===== src/rtl/clkdiv_pkg.sv =====
// rtl/clkdiv_pkg.sv - shared types and constants for the clock divider controller
//
// Contents:
//   clkdiv_state_t  controller FSM state encoding
//   CLKDIV_WIDTH    default width of divide value and counter
package clkdiv_pkg;

    typedef enum logic [1:0] {
        ST_STOPPED,
        ST_RUN,
        ST_PENDING
    } clkdiv_state_t;

    localparam int CLKDIV_WIDTH = 32;

endpackage


===== src/rtl/clkdiv_if.sv =====
// rtl/clkdiv_if.sv - valid/ready configuration port of the clock divider
//
// Signals:
//   cfg_valid  requester has a configuration
//   cfg_ready  divider can accept a configuration
//   cfg_div    requested half-period in clk_in cycles
//   cfg_en     1 = run after applying, 0 = stop after applying
// Modports: master (requester side), slave (divider side)
interface clkdiv_if
    import clkdiv_pkg::*;
#(
    parameter int WIDTH = CLKDIV_WIDTH
);
    logic             cfg_valid;
    logic             cfg_ready;
    logic [WIDTH-1:0] cfg_div;
    logic             cfg_en;

    modport master (
        output cfg_valid,
        output cfg_div,
        output cfg_en,
        input  cfg_ready
    );

    modport slave (
        input  cfg_valid,
        input  cfg_div,
        input  cfg_en,
        output cfg_ready
    );
endinterface


===== src/rtl/clkdiv_core.sv =====
// rtl/clkdiv_core.sv - loadable half-period counter and output toggle flop
//
// Ports:
//   clk_in, rst  system clock, synchronous active-high reset
//   run          count and toggle when high, hold when low
//   load         restart: counter and clk_out cleared
//   div          half-period in force (must be >= 1)
//   clk_out      divided clock
//   rise, fall   combinational strobes: this cycle ends a low / high phase
module clkdiv_core
    import clkdiv_pkg::*;
#(
    parameter int WIDTH = CLKDIV_WIDTH
) (
    input  logic             clk_in,
    input  logic             rst,
    input  logic             run,
    input  logic             load,
    input  logic [WIDTH-1:0] div,
    output logic             clk_out,
    output logic             rise,
    output logic             fall
);
    logic [WIDTH-1:0] cnt;
    logic             boundary;

    // div >= 1 is guaranteed by the controller, so div-1 never wraps.
    assign boundary = run && (cnt == div - WIDTH'(1));
    assign rise     = boundary && !clk_out;
    assign fall     = boundary && clk_out;

    always_ff @(posedge clk_in) begin
        if (rst) begin
            cnt     <= '0;
            clk_out <= 1'b0;
        end else if (load) begin
            cnt     <= '0;
            clk_out <= 1'b0;
        end else if (boundary) begin
            cnt     <= '0;
            clk_out <= ~clk_out;
        end else if (run) begin
            cnt     <= cnt + WIDTH'(1);
        end
    end
endmodule


===== src/rtl/clkdiv_ctrl.sv =====
// rtl/clkdiv_ctrl.sv - runtime-programmable clock divider controller
//
// Ports:
//   clk_in, rst  system clock, synchronous active-high reset
//   cfg          configuration port (clkdiv_if.slave)
//   clk_out      divided clock, period 2*active_div
//   tick         one-cycle pulse in the first high cycle of clk_out
//   busy         controller not stopped
//   active_div   half-period currently in force
module clkdiv_ctrl
    import clkdiv_pkg::*;
#(
    parameter int WIDTH     = CLKDIV_WIDTH,
    parameter int RESET_DIV = 2
) (
    input  logic             clk_in,
    input  logic             rst,
    clkdiv_if.slave          cfg,
    output logic             clk_out,
    output logic             tick,
    output logic             busy,
    output logic [WIDTH-1:0] active_div
);
    localparam logic [WIDTH-1:0] RST_DIV = WIDTH'(RESET_DIV);

    clkdiv_state_t    state, state_next;
    logic [WIDTH-1:0] pend_div;
    logic             pend_en;
    logic [WIDTH-1:0] cap_div;
    logic             xfer;
    logic             run, load;
    logic             take_active, take_pend, apply_pend;
    logic             rise, fall;

    // A zero divide would make the compare value wrap; treat it as 1.
    assign cap_div       = (cfg.cfg_div == '0) ? WIDTH'(1) : cfg.cfg_div;
    assign cfg.cfg_ready = (state != ST_PENDING);
    assign xfer          = cfg.cfg_valid && cfg.cfg_ready;
    assign busy          = (state != ST_STOPPED);

    clkdiv_core #(.WIDTH(WIDTH)) u_core (
        .clk_in  (clk_in),
        .rst     (rst),
        .run     (run),
        .load    (load),
        .div     (active_div),
        .clk_out (clk_out),
        .rise    (rise),
        .fall    (fall)
    );

    always_ff @(posedge clk_in) begin
        if (rst) begin
            state <= ST_STOPPED;
        end else begin
            state <= state_next;
        end
    end

    always_comb begin
        state_next  = state;
        run         = 1'b0;
        load        = 1'b0;
        take_active = 1'b0;
        take_pend   = 1'b0;
        apply_pend  = 1'b0;
        case (state)
            ST_STOPPED: begin
                if (xfer) begin
                    take_active = 1'b1;
                    if (cfg.cfg_en) begin
                        load       = 1'b1;
                        state_next = ST_RUN;
                    end
                end
            end
            ST_RUN: begin
                run = 1'b1;
                // A boundary in this same cycle is handled normally; the new
                // request waits for the next falling boundary in PENDING.
                if (xfer) begin
                    take_pend  = 1'b1;
                    state_next = ST_PENDING;
                end
            end
            ST_PENDING: begin
                run = 1'b1;
                // The core clears its counter and drives clk_out low at this
                // boundary on its own, so restart and stop look the same here.
                if (fall) begin
                    apply_pend = 1'b1;
                    state_next = pend_en ? ST_RUN : ST_STOPPED;
                end
            end
            default: state_next = ST_STOPPED;
        endcase
    end

    always_ff @(posedge clk_in) begin
        if (rst) begin
            active_div <= RST_DIV;
            pend_div   <= '0;
            pend_en    <= 1'b0;
            tick       <= 1'b0;
        end else begin
            tick <= rise;
            if (take_active) begin
                active_div <= cap_div;
            end else if (apply_pend) begin
                active_div <= pend_div;
            end
            if (take_pend) begin
                pend_div <= cap_div;
                pend_en  <= cfg.cfg_en;
            end
        end
    end
endmodule


===== src/flat_wrapper.sv =====
// flat-port wrapper written by rule: the top's interface ports become plain ports
module clkdiv_ctrl_flat import clkdiv_pkg::*;
#(
    parameter int WIDTH     = CLKDIV_WIDTH,
    parameter int RESET_DIV = 2
)
  (clk_in, rst, clk_out, tick, busy, active_div, cfg_cfg_valid, cfg_cfg_div, cfg_cfg_en, cfg_cfg_ready);
  clkdiv_if #(.WIDTH(WIDTH)) cfg_i ();
  input  logic clk_in;
  input  logic rst;
  output logic clk_out;
  output logic tick;
  output logic busy;
  output logic [WIDTH-1:0] active_div;
  input wire logic [$bits(cfg_i.cfg_valid)-1:0] cfg_cfg_valid;
  input wire logic [$bits(cfg_i.cfg_div)-1:0] cfg_cfg_div;
  input wire logic [$bits(cfg_i.cfg_en)-1:0] cfg_cfg_en;
  output wire logic [$bits(cfg_i.cfg_ready)-1:0] cfg_cfg_ready;
  assign cfg_i.cfg_valid = cfg_cfg_valid;
  assign cfg_i.cfg_div = cfg_cfg_div;
  assign cfg_i.cfg_en = cfg_cfg_en;
  assign cfg_cfg_ready = cfg_i.cfg_ready;
  clkdiv_ctrl #(.WIDTH(WIDTH), .RESET_DIV(RESET_DIV)) u_core (.clk_in(clk_in), .rst(rst), .cfg(cfg_i), .clk_out(clk_out), .tick(tick), .busy(busy), .active_div(active_div));
endmodule

===== config.mk =====
export PLATFORM = sky130hd
export DESIGN_NAME = clkdiv_ctrl_flat
export DESIGN_NICKNAME = d
export VERILOG_FILES = /design/src/rtl/clkdiv_pkg.sv /design/src/rtl/clkdiv_if.sv /design/src/rtl/clkdiv_core.sv /design/src/rtl/clkdiv_ctrl.sv /design/src/flat_wrapper.sv
export SDC_FILE = /design/constraint.sdc
export NUM_CORES = 1
export LEC_CHECK = 0
export ABC_AREA = 1
export CAP_MARGIN = 20
export CORE_ASPECT_RATIO = 0.8
export CORE_MARGIN = 2
export CORE_UTILIZATION = 35
export CTS_BUF_LIST = sky130_fd_sc_hd__clkbuf_4 sky130_fd_sc_hd__clkbuf_8
export DETAILED_ROUTE_END_ITERATION = 8
export GPL_TIMING_DRIVEN = 0
export PLACE_DENSITY_LB_ADDON = 0.1
export SLEW_MARGIN = 20
export SYNTH_ARGS = -nofsm -noshare
export SYNTH_HDL_FRONTEND = slang
export SYNTH_HIERARCHICAL = 1
export SYNTH_SLANG_ARGS = --single-unit

===== constraint.sdc =====
create_clock -name clk_in -period 4.78 [get_ports clk_in]
set_clock_uncertainty 0.05 [all_clocks]
set_input_delay 0.478 -clock clk_in [delete_from_list [all_inputs] [get_ports clk_in]]
set_output_delay 0.478 -clock clk_in [all_outputs]
set_load 0.005 [all_outputs]

==> summary.txt, run 1 <==
Setup path
  – Critical Path Start Type: flop
  – Crit path largest cell delay: 0.52 ns
  – Reg2reg end: u_core/active_div[8]$_SDFFE_PP0P_
  – Worst endpoint data arrival time: 3.93 ns
  – Worst Path Buf+Inv: 5
  – Critical Path RT: 5.04 ns
  – R2R depth: 19
  – Setup crit end kind: flop
  – Crit-path slowest cell: ha_1
  – Reg2reg start: u_core/state[0]$_SDFFE_PP0P_
  – Crit path kind: reg2reg
  – Critical path fanouts, max: 10
  – Top Family by Delay on Critical Path: simple AND/OR/NAND/NOR gates
  – Crit path cell chain: inv_1 -> ha_1 -> inv_2 -> a21oi_1 -> nand3_1 -> nor2_1 -> nand3_1 -> nor2_1 -> nand2_1 -> nor2_1 -> nand3_1 -> nor2_1 -> nand3_1 -> inv_1 -> nand2_2 -> inv_2 -> buf_2 -> nand2_1 -> a311oi_2
  – Worst reg-to-reg setup slack: 1.10 ns

Yosys
  – Mapped Area: 6290 um2
  – Ys async rst share: 0
  – Mapped Cells: 908
  – Post-synth EDFFs: 0
  – Synth Area per Inst: 6.93 um2
  – Top FF cell, synth: dfxtp_1
  – Post-synthesis register bit count: 101
  – Synth unique cells: 40
  – Post-synthesis sequential area ratio: 0.321
  – Yosys warns: 6
  – Syn Nets: 951

GRT
  – Vias in the first global route: 5657
  – Largest net degree at the start of global routing: 19
  – GRT Residual Overflow: 0
  – Global Route Usage Sum: 0.215
  – First-pass GRT wire length: 31300 um
  – Initial antenna violation count: 0

STA
  – Final Setup Violations: 0
  – FMAX: 272 MHz
  – Final Hold Viols: 0
  – RSZ-0062 raised after global routing: no
  – PnR worst setup slack: 1.10 ns
  – Tightest Pin Transition: 0.825 ns
  – Tmin final: 3.68 ns
  – Setup tns final: 0 ns
  – Hold_ws: 0.443 ns
  – Worst relative slew slack: 0.450
  – Crit share post-route: 0.770
  – Final Max Tran Viols: 0

Drt
  – Drt via density: 4.89
  – Metal3 WL: 1270 um
  – DRT iter0 DRCs: 382
  – Vias: 5970
  – Router iterations before antenna repair: 5
  – DRT met1 WL: 10500 um
  – Post-DR wirelength/cell: 15.9 um
  – WL met2: 7300 um
  – Total wire length: 19400 um
  – Final ANT Viol Nets: 0
  – Remaining DRCs: 0
  – Max layer used: met4

CTS
  – CTS Buf Count: 9
  – Worst skew pair latency: 0.39 ns
  – CTS Buffer Depth: 2
  – Root Buffer: clkbuf_8
  – TritonCTS Sinks: 101
  – Post-cts sizing count: 0
  – TritonCTS clock tree: built
  – Post-CTS setup buffer count: 0
  – # H-tree levels: 3
  – # hold bufs at CTS: 0
  – Worst-path clk slew: 0.11 ns

Floorplan
  – Die span in x: 154 um
  – Initial core utilization: 0.360
  – Die Ht: 124 um
  – Die area: 19100 um2
  – IO Pins: 72
  – Row count: 43
  – Core area: 17500 um2

Final layout
  – Area occupied by multi-input gates: 3690 um2
  – Area grow syn2layout: 18.7%
  – Total Nets Final: 1033
  – Antenna fix cells: 0
  – Finished Core Util: 0.427
  – Layout cells sized above 1: 0.138
  – FF/Latch Area: 2020 um2
  – Fill cell count: 1855
  – Post-route cell area: 7470 um2

Power and ir drop
  – Max VDD drop: 0.209 mV
  – Pwr dens: 469 nW/um2
  – Lkg Pwr: 0.00303 uW

Placed design
  – GPL Wtd Cong: 0.857
  – Setup WS pre-CTS: 1.16 ns
  – IO buf count: 71
  – Dpl hpwl: 15300 um
  – Cell Area, Placed: 7280 um2

Worst hold path
  – Min-Delay Endpoint: u_core/pend_en$_SDFFE_PP0P_
  – Hold depth: 2
  – Hold wc startpoint: u_core/pend_en$_SDFFE_PP0P_
  – Hold Path Class: reg2reg

Flow run
  – Maxcap violations: 0

Outcome
  – Outcome: finished clean
tightest hold or removal path, cell delays in order (launching register included):
cell and delay, ns:
dfxtp_1 0.34, nand2_1 0.07, a21oi_1 0.05
flip-flops by register name (all words and copies together), names as in the netlist:
name,cells
u_core/active_div,32
u_core/u_core/clk_out,1
u_core/pend_div,32
u_core/state,2
u_core/pend_en,1
u_core/u_core/cnt,32
u_core/tick,1
power breakdown:
| group | internal, uW | switching (uW) |
|---|---|---|
| logic | 690 | 1010 |
| clock network | 198 | 343 |
| registers | 1010 | 249 |
cells in the final DEF, fill, tap and decap left out, types with 3 or more instances in the layout:
master / Yosys / routed
a21oi_1: 30 / 30
a311oi_2: 29 / 29
buf_2: 9 / 9
buf_4: 5 / 5
buf_6: 7 / 7
clkbuf_1: 7 / 7
clkbuf_8: 0 / 9
clkdlybuf4s50_1: 0 / 71
dfxtp_1: 101 / 101
ha_1: 7 / 7
inv_1: 97 / 97
inv_2: 7 / 7
nand2_1: 238 / 238
nand2_2: 5 / 5
nand2_4: 3 / 3
nand3_1: 35 / 35
nand3b_1: 8 / 8
nand4_1: 14 / 14
nor2_1: 137 / 137
nor2_2: 42 / 42
nor2_4: 4 / 4
nor3_1: 11 / 11
nor4_1: 4 / 4
o21ai_0: 40 / 40
o21ai_1: 3 / 3
xnor2_1: 18 / 18
xor2_1: 30 / 30
through the flow:
step | total power (uW) | std cells
after floorplan | 2340 | 908
after global placement | 2960 | 1204
after detailed placement | 2970 | 1204
after CTS | 3530 | 1220
after global routing | 3790 | 1220
final | 3500 | 1220
layout make-up:
cell class,instances,area share
Inverter,104,0.0523
Clock buffer,9,0.0166
Timing Repair Buffer,71,0.0952
Tap cell,225,0.0377
Sequential cell,101,0.271
Clock inverter,7,0.00771
Buffer,28,0.0251
Multi-Input combinational cell,675,0.495
logic make-up (layout without fill, tap and decap cells):
kind of cell,count (synthesis),after routing,synth area share
simple gates,510,510,0.367
fa+ha+maj,7,7,0.0139
mux,1,1,0.00159
flops,101,101,0.321
compound gates,109,109,0.137
buf+inv,132,219,0.0919
xor+xnor,48,48,0.0668
worst max path at each step:
stage	from	endpoint	slack, ns	cells after the start
after floorplan	u_core/active_div[0]$_SDFFE_PP0P_	u_core/active_div[19]$_SDFFE_PP0P_	2.11	19
after global placement	u_core/state[0]$_SDFFE_PP0P_	u_core/active_div[7]$_SDFFE_PP0P_	1.17	19
after detailed placement	u_core/state[0]$_SDFFE_PP0P_	u_core/active_div[7]$_SDFFE_PP0P_	1.16	19
after CTS	u_core/state[0]$_SDFFE_PP0P_	u_core/active_div[22]$_SDFFE_PP0P_	1.12	19
after global routing	u_core/state[0]$_SDFFE_PP0P_	u_core/active_div[8]$_SDFFE_PP0P_	0.69	19
final	u_core/state[0]$_SDFFE_PP0P_	u_core/active_div[8]$_SDFFE_PP0P_	1.10	19
synthesized netlist by cell type, types with 2 or more instances:
cell,n,area (um2)
nand3b_1,8,60.1
nor2_8,2,40.0
a311oi_2,29,435
ha_1,7,87.6
nand2_4,3,33.8
inv_1,97,364
o21ai_0,40,200
a21oi_1,30,150
xor2_1,30,263
buf_6,7,78.8
nand4_2,2,25.0
inv_2,7,26.3
buf_4,5,37.5
nor2_1,137,514
nand2_2,5,31.3
nor2_2,42,263
nand3_1,35,175
nor4_1,4,25.0
o21ai_1,3,15.0
buf_2,9,45.0
nor3_1,11,55.1
dfxtp_1,101,2020
nand2_1,238,893
xnor2_1,18,158
clkbuf_1,7,26.3
nand4_1,14,87.6
nor2_4,4,45.0
per-layer routing:
layer / up-vias / track usage
met3: 18 / 0.0362
met5: - / 0
met2: 158 / 0.308
met4: 0 / 0.0572
li1: 3068 / -
met1: 2726 / 0.330
(Power assumes the default switching activity.)
==> run 2: changes to the inputs <==
Clock period 4.78 ns to 3.3 ns, I/O delays scaled along.
==> run 2 against run 1 <==
  * First-iteration DRC count increased by 8.4%
  * Global-route usage increased by 0.083 points
  * Wire length grew 1.2%
  * Non-clock buffer count up 2
  * Maximum frequency rose by 21%
  * Register-to-register slack worse by 0.85 ns
  * Critical endpoint is now u_core/active_div[22]$_SDFFE_PP0P_
  * Largest cell class unchanged
  * Largest power group unchanged
==> summary.txt, run 2 (synthesized netlist as in run 1, its figures left out) <==
Drt
  – Post-DR wirelength/cell: 16.0 um (+0.92%)
  – Vias: 5967 (-0.050%)
  – Router iterations before antenna repair: 5 (unchanged)
  – Drt via density: 4.88 (-0.30%)
  – Remaining DRCs: 0 (unchanged)
  – Final ANT Viol Nets: 0 (unchanged)
  – DRT iter0 DRCs: 414 (+8.4%)
  – Total wire length: 19600 um (+1.2%)

GRT
  – Met2 Track Usage GR: 0.310 (+0.00141)
  – First-pass GRT wire length: 31400 um (+0.44%)
  – Grt peak-use layer: met1
  – Met3 Use GR: 0.0362 (unchanged)
  – Vias in the first global route: 5674 (+0.30%)
  – Global Route Usage Sum: 0.216 (+0.000834)
  – GRT Residual Overflow: 0 (unchanged)
  – Initial antenna violation count: 0 (unchanged)
  – Largest net degree at the start of global routing: 19 (unchanged)
  – M1 GR Usage: 0.331 (+0.00128)

STA
  – Worst relative slew slack: 0.444 (-0.00571)
  – Setup tns final: 0 ns (unchanged)
  – Final Max Tran Viols: 0 (unchanged)
  – Final Setup Violations: 0 (unchanged)
  – Hold_ws: 0.445 ns (+0.00226 ns)
  – Tightest Pin Transition: 0.834 ns (+0.00857 ns)
  – Tmin final: 3.05 ns (-0.628 ns)
  – Final Hold Viols: 0 (unchanged)
  – FMAX: 328 MHz (+21%)
  – Crit share post-route: 0.924 (+0.155)

Final layout
  – Area grow syn2layout: 20.4%
  – Finished Core Util: 0.433 (+0.00644)
  – Most common cell after layout, fill and taps aside: nand2_1
  – Total Nets Final: 1036 (+0.29%)
  – Antenna fix cells: 0 (unchanged)
  – Post-route cell area: 7580 um2 (+1.5%)
  – Largest regs: u_core/active_div: 32 flops, u_core/pend_div: 32 flops, u_core/u_core/cnt: 32 flops
  – Fill cell count: 1846 (-0.49%)
  – Layout cells sized above 1: 0.155 (+0.0176)
  – Commonest non-fill, non-tap cells in the layout: 237 x nand2_1, 132 x nor2_1, 97 x dfxtp_1

CTS
  – CTS Buffer Depth: 2 (unchanged)
  – CTS Buf Count: 9 (unchanged)
  – TritonCTS clock tree: built
  – Worst skew pair latency: 0.39 ns (about the same)
  – TritonCTS Sinks: 101 (unchanged)
  – Root Buffer: clkbuf_8
  – Worst-path clk slew: 0.11 ns (about the same)
  – # H-tree levels: 3 (unchanged)

Setup path
  – Crit path kind: reg2reg
  – Critical Path RT: 3.55 ns (-1.49 ns)
  – Worst Path Buf+Inv: 3 (-2)
  – R2R depth: 17 (-2)
  – Critical Path Start Type: flop
  – Critical path fanouts, max: 10 (unchanged)
  – Crit path cell chain: nor2_1 -> nand2_1 -> nor2_1 -> nand2_1 -> nor2_1 -> xor2_1 -> nand2_1 -> nor2_2 -> nand2_1 -> nor2_1 -> nand3_2 -> inv_2 -> nand2_4 -> inv_4 -> buf_4 -> nand2_1 -> a311oi_2
  – Worst endpoint data arrival time: 3.30 ns (-0.63 ns)
  – Reg2reg end: u_core/active_div[22]$_SDFFE_PP0P_
  – Reg2reg start: u_core/active_div[19]$_SDFFE_PP0P_
  – Crit-path slowest cell: dfxtp_1
  – Crit path largest cell delay: 0.41 ns (-0.11 ns)
  – Worst reg-to-reg setup slack: 0.25 ns (-0.85 ns)
  – CP dominant cell by count: nand2_1
  – Setup crit end kind: flop
  – Top Family by Delay on Critical Path: simple AND/OR/NAND/NOR gates

Power and ir drop
  – Clock power frac: 0.151 (-0.003)
  – Share of power burned in registers: 0.353 (-0.007)
  – Pwr dens: 688 nW/um2 (+47%)
  – Sw power: 2400 uW (+50%)
  – Gate power share: 0.497 (+0.011)
  – Lkg Pwr: 0.00305 uW (+0.91%)
  – P_int: 2810 uW (+48%)
  – Switching share of power: 0.461 (+0.00325)
  – Max VDD drop: 0.303 mV (+45%)

Placed design
  – GPL Wtd Cong: 0.857 (unchanged)
  – Dpl hpwl: 15300 um (unchanged)
  – IO buf count: 71 (unchanged)
  – Cell Area, Placed: 7280 um2 (unchanged)

Floorplan
  – Core area: 17500 um2 (unchanged)
  – Row count: 43 (unchanged)
  – Initial core utilization: 0.360 (unchanged)
  – Die span in x: 154 um (unchanged)
  – Die area: 19100 um2 (unchanged)
  – Die Ht: 124 um (unchanged)
  – IO Pins: 72 (unchanged)

Worst hold path
  – Hold Path Class: reg2reg
  – Hold wc startpoint: u_core/pend_en$_SDFFE_PP0P_
  – Min-Delay Endpoint: u_core/pend_en$_SDFFE_PP0P_
  – Hold depth: 2 (unchanged)

Flow run
  – Maxcap violations: 0 (unchanged)

Outcome
  – Outcome: finished clean
-- run 2: cell types whose count changed in the layout (fill, tap and decap cells not counted), moves of 2 or more --
cell	change
dfxtp_1	-4
inv_1	-2
nor2_1	-5
buf_4	+3
buf_2	-2
ha_1	-2
ha_4	+2
nor2_4	+5
dfxtp_2	+4
-- run 2: worst max-delay path by stage --
stage	slack (ns)	cells after the start	end	startpoint
final	0.25	17	u_core/active_div[22]$_SDFFE_PP0P_	u_core/active_div[19]$_SDFFE_PP0P_
after global routing	-0.005	19	u_core/active_div[22]$_SDFFE_PP0P_	u_core/active_div[0]$_SDFFE_PP0P_
after CTS	0.01	19	u_core/active_div[22]$_SDFFE_PP0P_	u_core/state[0]$_SDFFE_PP0P_
after detailed placement	-0.32	19	u_core/active_div[7]$_SDFFE_PP0P_	u_core/state[0]$_SDFFE_PP0P_
after global placement	-0.31	19	u_core/active_div[7]$_SDFFE_PP0P_	u_core/state[0]$_SDFFE_PP0P_
after floorplan	0.63	19	u_core/active_div[19]$_SDFFE_PP0P_	u_core/active_div[0]$_SDFFE_PP0P_
-- run 2: cell type report --
type                    instances  area (um2)  share of cell area
multi-input cells             676        3770               0.498
flip-flops and latches        101        2030               0.267
repair buffers                 73         726              0.0958
inverters                     104         393              0.0518
well taps                     225         282              0.0371
plain buffers                  28         196              0.0259
clock buffers                   9         124              0.0163
clock inverters                 7        57.6             0.00759
-- run 2: repair_timing --
item	4_1_cts	5_1_grt
endpoints found under the setup margin	30	34
cloned	0	1
pin swaps	0	3
gates resized for setup	10	17
setup buffers	0	2
hold buffers	0	0
-- run 2: power groups by stage --
| stage | logic [uW] | clock network (uW) | registers (uW) |
|---|---|---|---|
| 6_report | 2590 | 785 | 1840 |
| 5_1_grt | 2880 | 859 | 1880 |
| 4_1_cts | 2490 | 820 | 1840 |
| 3_5_place_dp | 2430 | 0 | 1860 |
| 3_3_place_gp | 2420 | 0 | 1870 |
| 2_1_floorplan | 1660 | 0 | 1730 |
-- run 2: routing by layer --
| metal | share of wire | vias up |
|---|---|---|
| met1 | 0.55 | 2727 |
| met2 | 0.38 | 144 |
| met4 | 0.016 | 0 |
| met5 | 0 | - |
| li1 | - | 3078 |
| met3 | 0.054 | 18 |
-- run 2: per-stage QoR --
step | setup WS [ns] | instances | total power (uW)
finish | 0.249 | 1223 | 5210
global route | -0.00522 | 1223 | 5620
CTS | 0.00960 | 1220 | 5150
detailed placement | -0.317 | 1204 | 4300
global placement | -0.314 | 1204 | 4290
floorplan | 0.629 | 908 | 3400
-- run 2: tightest hold or removal path: stages, from the launching register on --
cell and delay (ns):
dfxtp_1 0.34, nand2_1 0.07, a21oi_1 0.05
==> run 3: changes to the inputs <==
Settings changed: SETUP_SLACK_MARGIN set to 0.3.
==> run 3 against run 2 <==
  * Maximum frequency increased by 4.0%
  * Final cell count increased by 0.90%
  * Non-clock buffer count increased by 12
  * Critical path depth increased by 2
  * Critical path type unchanged
  * Critical endpoint unchanged
==> summary.txt, run 3 (synthesized netlist as in run 1, its figures left out) <==
Final layout
  – Antenna fix cells: 0 (unchanged)
  – Largest regs: u_core/active_div: 32 flops, u_core/pend_div: 32 flops, u_core/u_core/cnt: 32 flops
  – Layout cells sized above 1: 0.184 (+0.0290)
  – Total Nets Final: 1047 (+1.1%)
  – Commonest non-fill, non-tap cells in the layout: 234 x nand2_1, 126 x nor2_1, 94 x inv_1
  – Most common cell after layout, fill and taps aside: nand2_1
  – Post-route cell area: 7820 um2 (+3.2%)
  – Fill cell count: 1824 (-1.2%)
  – Area grow syn2layout: 24.3%

STA
  – Tightest Pin Transition: 0.837 ns (+0.00299 ns)
  – Final Max Tran Viols: 0 (unchanged)
  – Worst relative slew slack: 0.442 (-0.00199)
  – Tmin final: 2.93 ns (-0.117 ns)
  – FMAX: 341 MHz (+4.0%)
  – Final Setup Violations: 0 (unchanged)
  – Final Hold Viols: 0 (unchanged)
  – RSZ-0062 raised after global routing: yes
  – Crit share post-route: 0.889 (-0.0355)
  – Setup tns final: 0 ns (unchanged)
  – PnR worst setup slack: 0.366 ns (+0.117 ns)

GRT
  – Global Route Usage Sum: 0.216 (+0.000303)
  – Vias in the first global route: 5683 (+0.16%)
  – Initial antenna violation count: 0 (unchanged)
  – GRT Residual Overflow: 0 (unchanged)
  – First-pass GRT wire length: 31500 um (+0.13%)
  – Largest net degree at the start of global routing: 19 (unchanged)

Drt
  – DRT iter0 DRCs: 389 (-6.0%)
  – Remaining DRCs: 0 (unchanged)
  – Router iterations before antenna repair: 7 (+2)
  – Post-DR wirelength/cell: 16.1 um (+0.56%)
  – Drt via density: 4.90 (+0.42%)
  – Total wire length: 19900 um (+1.5%)
  – Final ANT Viol Nets: 0 (unchanged)
  – Vias: 6046 (+1.3%)

Power and ir drop
  – Share of power burned in registers: 0.349 (-0.004)
  – Switching share of power: 0.459 (-0.00166)
  – Total power: 5320 uW (+2.1%)
  – Clock power frac: 0.148 (-0.003)
  – Max VDD drop: 0.309 mV (+1.8%)
  – P_int: 2880 uW (+2.4%)
  – Pwr dens: 680 nW/um2 (-1.1%)
  – Lkg Pwr: 0.00317 uW (+3.7%)
  – Sw power: 2440 uW (+1.7%)
  – Gate power share: 0.503 (+0.006)

Floorplan
  – Row count: 43 (unchanged)
  – Initial core utilization: 0.360 (unchanged)
  – IO Pins: 72 (unchanged)
  – Core area: 17500 um2 (unchanged)
  – Die area: 19100 um2 (unchanged)
  – Die span in x: 154 um (unchanged)
  – Die Ht: 124 um (unchanged)

CTS
  – Worst skew pair latency: 0.39 ns (about the same)
  – # H-tree levels: 3 (unchanged)
  – TritonCTS Sinks: 101 (unchanged)
  – Worst-path clk slew: 0.11 ns (about the same)
  – CTS Buf Count: 9 (unchanged)
  – Root Buffer: clkbuf_8
  – CTS Buffer Depth: 2 (unchanged)
  – TritonCTS clock tree: built

Placed design
  – IO buf count: 71 (unchanged)
  – GPL Wtd Cong: 0.857 (unchanged)
  – Dpl hpwl: 15300 um (unchanged)
  – Cell Area, Placed: 7280 um2 (unchanged)
  – Setup WS pre-CTS: -0.317 ns (unchanged)

Setup path
  – Crit path largest cell delay: 0.37 ns (-0.04 ns)
  – Crit path kind: reg2reg
  – Crit-path slowest cell: dfxtp_2
  – Crit path cell chain: inv_1 -> ha_4 -> inv_2 -> a21oi_2 -> nand3_1 -> nor2_1 -> nand3_1 -> nor2_1 -> nand2_1 -> nor2_4 -> nand3_2 -> nor2_4 -> nand3_2 -> inv_2 -> nand2_4 -> clkinv_8 -> buf_8 -> nand2_4 -> a311oi_2
  – Critical Path RT: 3.55 ns (about the same)
  – Worst endpoint data arrival time: 3.18 ns (-0.12 ns)
  – Critical path fanouts, max: 6 (-4)
  – Critical Path Start Type: flop
  – Setup crit end kind: flop

Outcome
  – Outcome: finished clean

Flow run
  – Maxcap violations: 0 (unchanged)

Worst hold path
  – Hold Path Class: reg2reg
-- run 3: through the flow --
step	util	cells	hold slack [ns]
2_1_floorplan	-	908	0.390
3_3_place_gp	0.417	1204	0.419
3_5_place_dp	0.417	1204	0.424
4_1_cts	0.432	1222	0.444
5_1_grt	0.447	1234	0.456
6_report	0.447	1234	0.446
-- run 3: critical path: cells and delay by family, from the launching register on --
kind	cells	cell delay (ns)
and+or+nand+nor	11	1.23
DFF	1	0.37
AOI/OAI and AO/OA	2	0.36
adders and majority gates	1	0.32
buffers and inverters	5	0.52
-- run 3: repair_timing --
action | in CTS | in global routing
setup endpoints to repair | 34 | 34
endpoints found under the hold margin | 0 | 0
gates resized for setup | 22 | 48
cloned | 0 | 2
hold buffers | 0 | 0
setup buffers | 2 | 10
pin swaps | 3 | 10
-- run 3: power groups by stage --
stage / Combinational (uW) / Sequential (uW) / Clock [uW]
floorplan: 1660 / 1730 / 0
global placement: 2420 / 1870 / 0
detailed placement: 2430 / 1860 / 0
CTS: 2530 / 1840 / 820
global route: 2960 / 1910 / 859
finish: 2670 / 1860 / 785
-- run 3: area by class of cell --
class | count | area, um2 | area share
Buffer | 28 | 220 | 0.0282
Clock buffer | 9 | 124 | 0.0158
Clock inverter | 7 | 57.6 | 0.00736
Inverter | 104 | 408 | 0.0522
Multi-Input combinational cell | 675 | 3830 | 0.490
Sequential cell | 101 | 2040 | 0.261
Tap cell | 225 | 282 | 0.0360
Timing Repair Buffer | 85 | 855 | 0.109
-- run 3: worst paths after layout --
check / start / endpoint / slack, ns / cells past startpoint
setup reg to reg: u_core/state[1]$_SDFFE_PP0P_ / u_core/active_div[22]$_SDFFE_PP0P_ / 0.37 / 19
hold / removal: u_core/pend_en$_SDFFE_PP0P_ / u_core/pend_en$_SDFFE_PP0P_ / 0.45 / 2
setup / recovery: u_core/state[1]$_SDFFE_PP0P_ / u_core/active_div[22]$_SDFFE_PP0P_ / 0.37 / 19
hold reg to reg: u_core/pend_en$_SDFFE_PP0P_ / u_core/pend_en$_SDFFE_PP0P_ / 0.45 / 2
-- run 3: per-layer routing --
layer / GRT usage / routed length [um] / part of all wire / up-vias
met5: 0 / 0 / 0 / -
met4: 0.0572 / 327 / 0.016 / 0
met3: 0.0362 / 1010 / 0.051 / 18
met2: 0.311 / 7540 / 0.38 / 135
met1: 0.331 / 11000 / 0.55 / 2794
li1: - / - / - / 3099
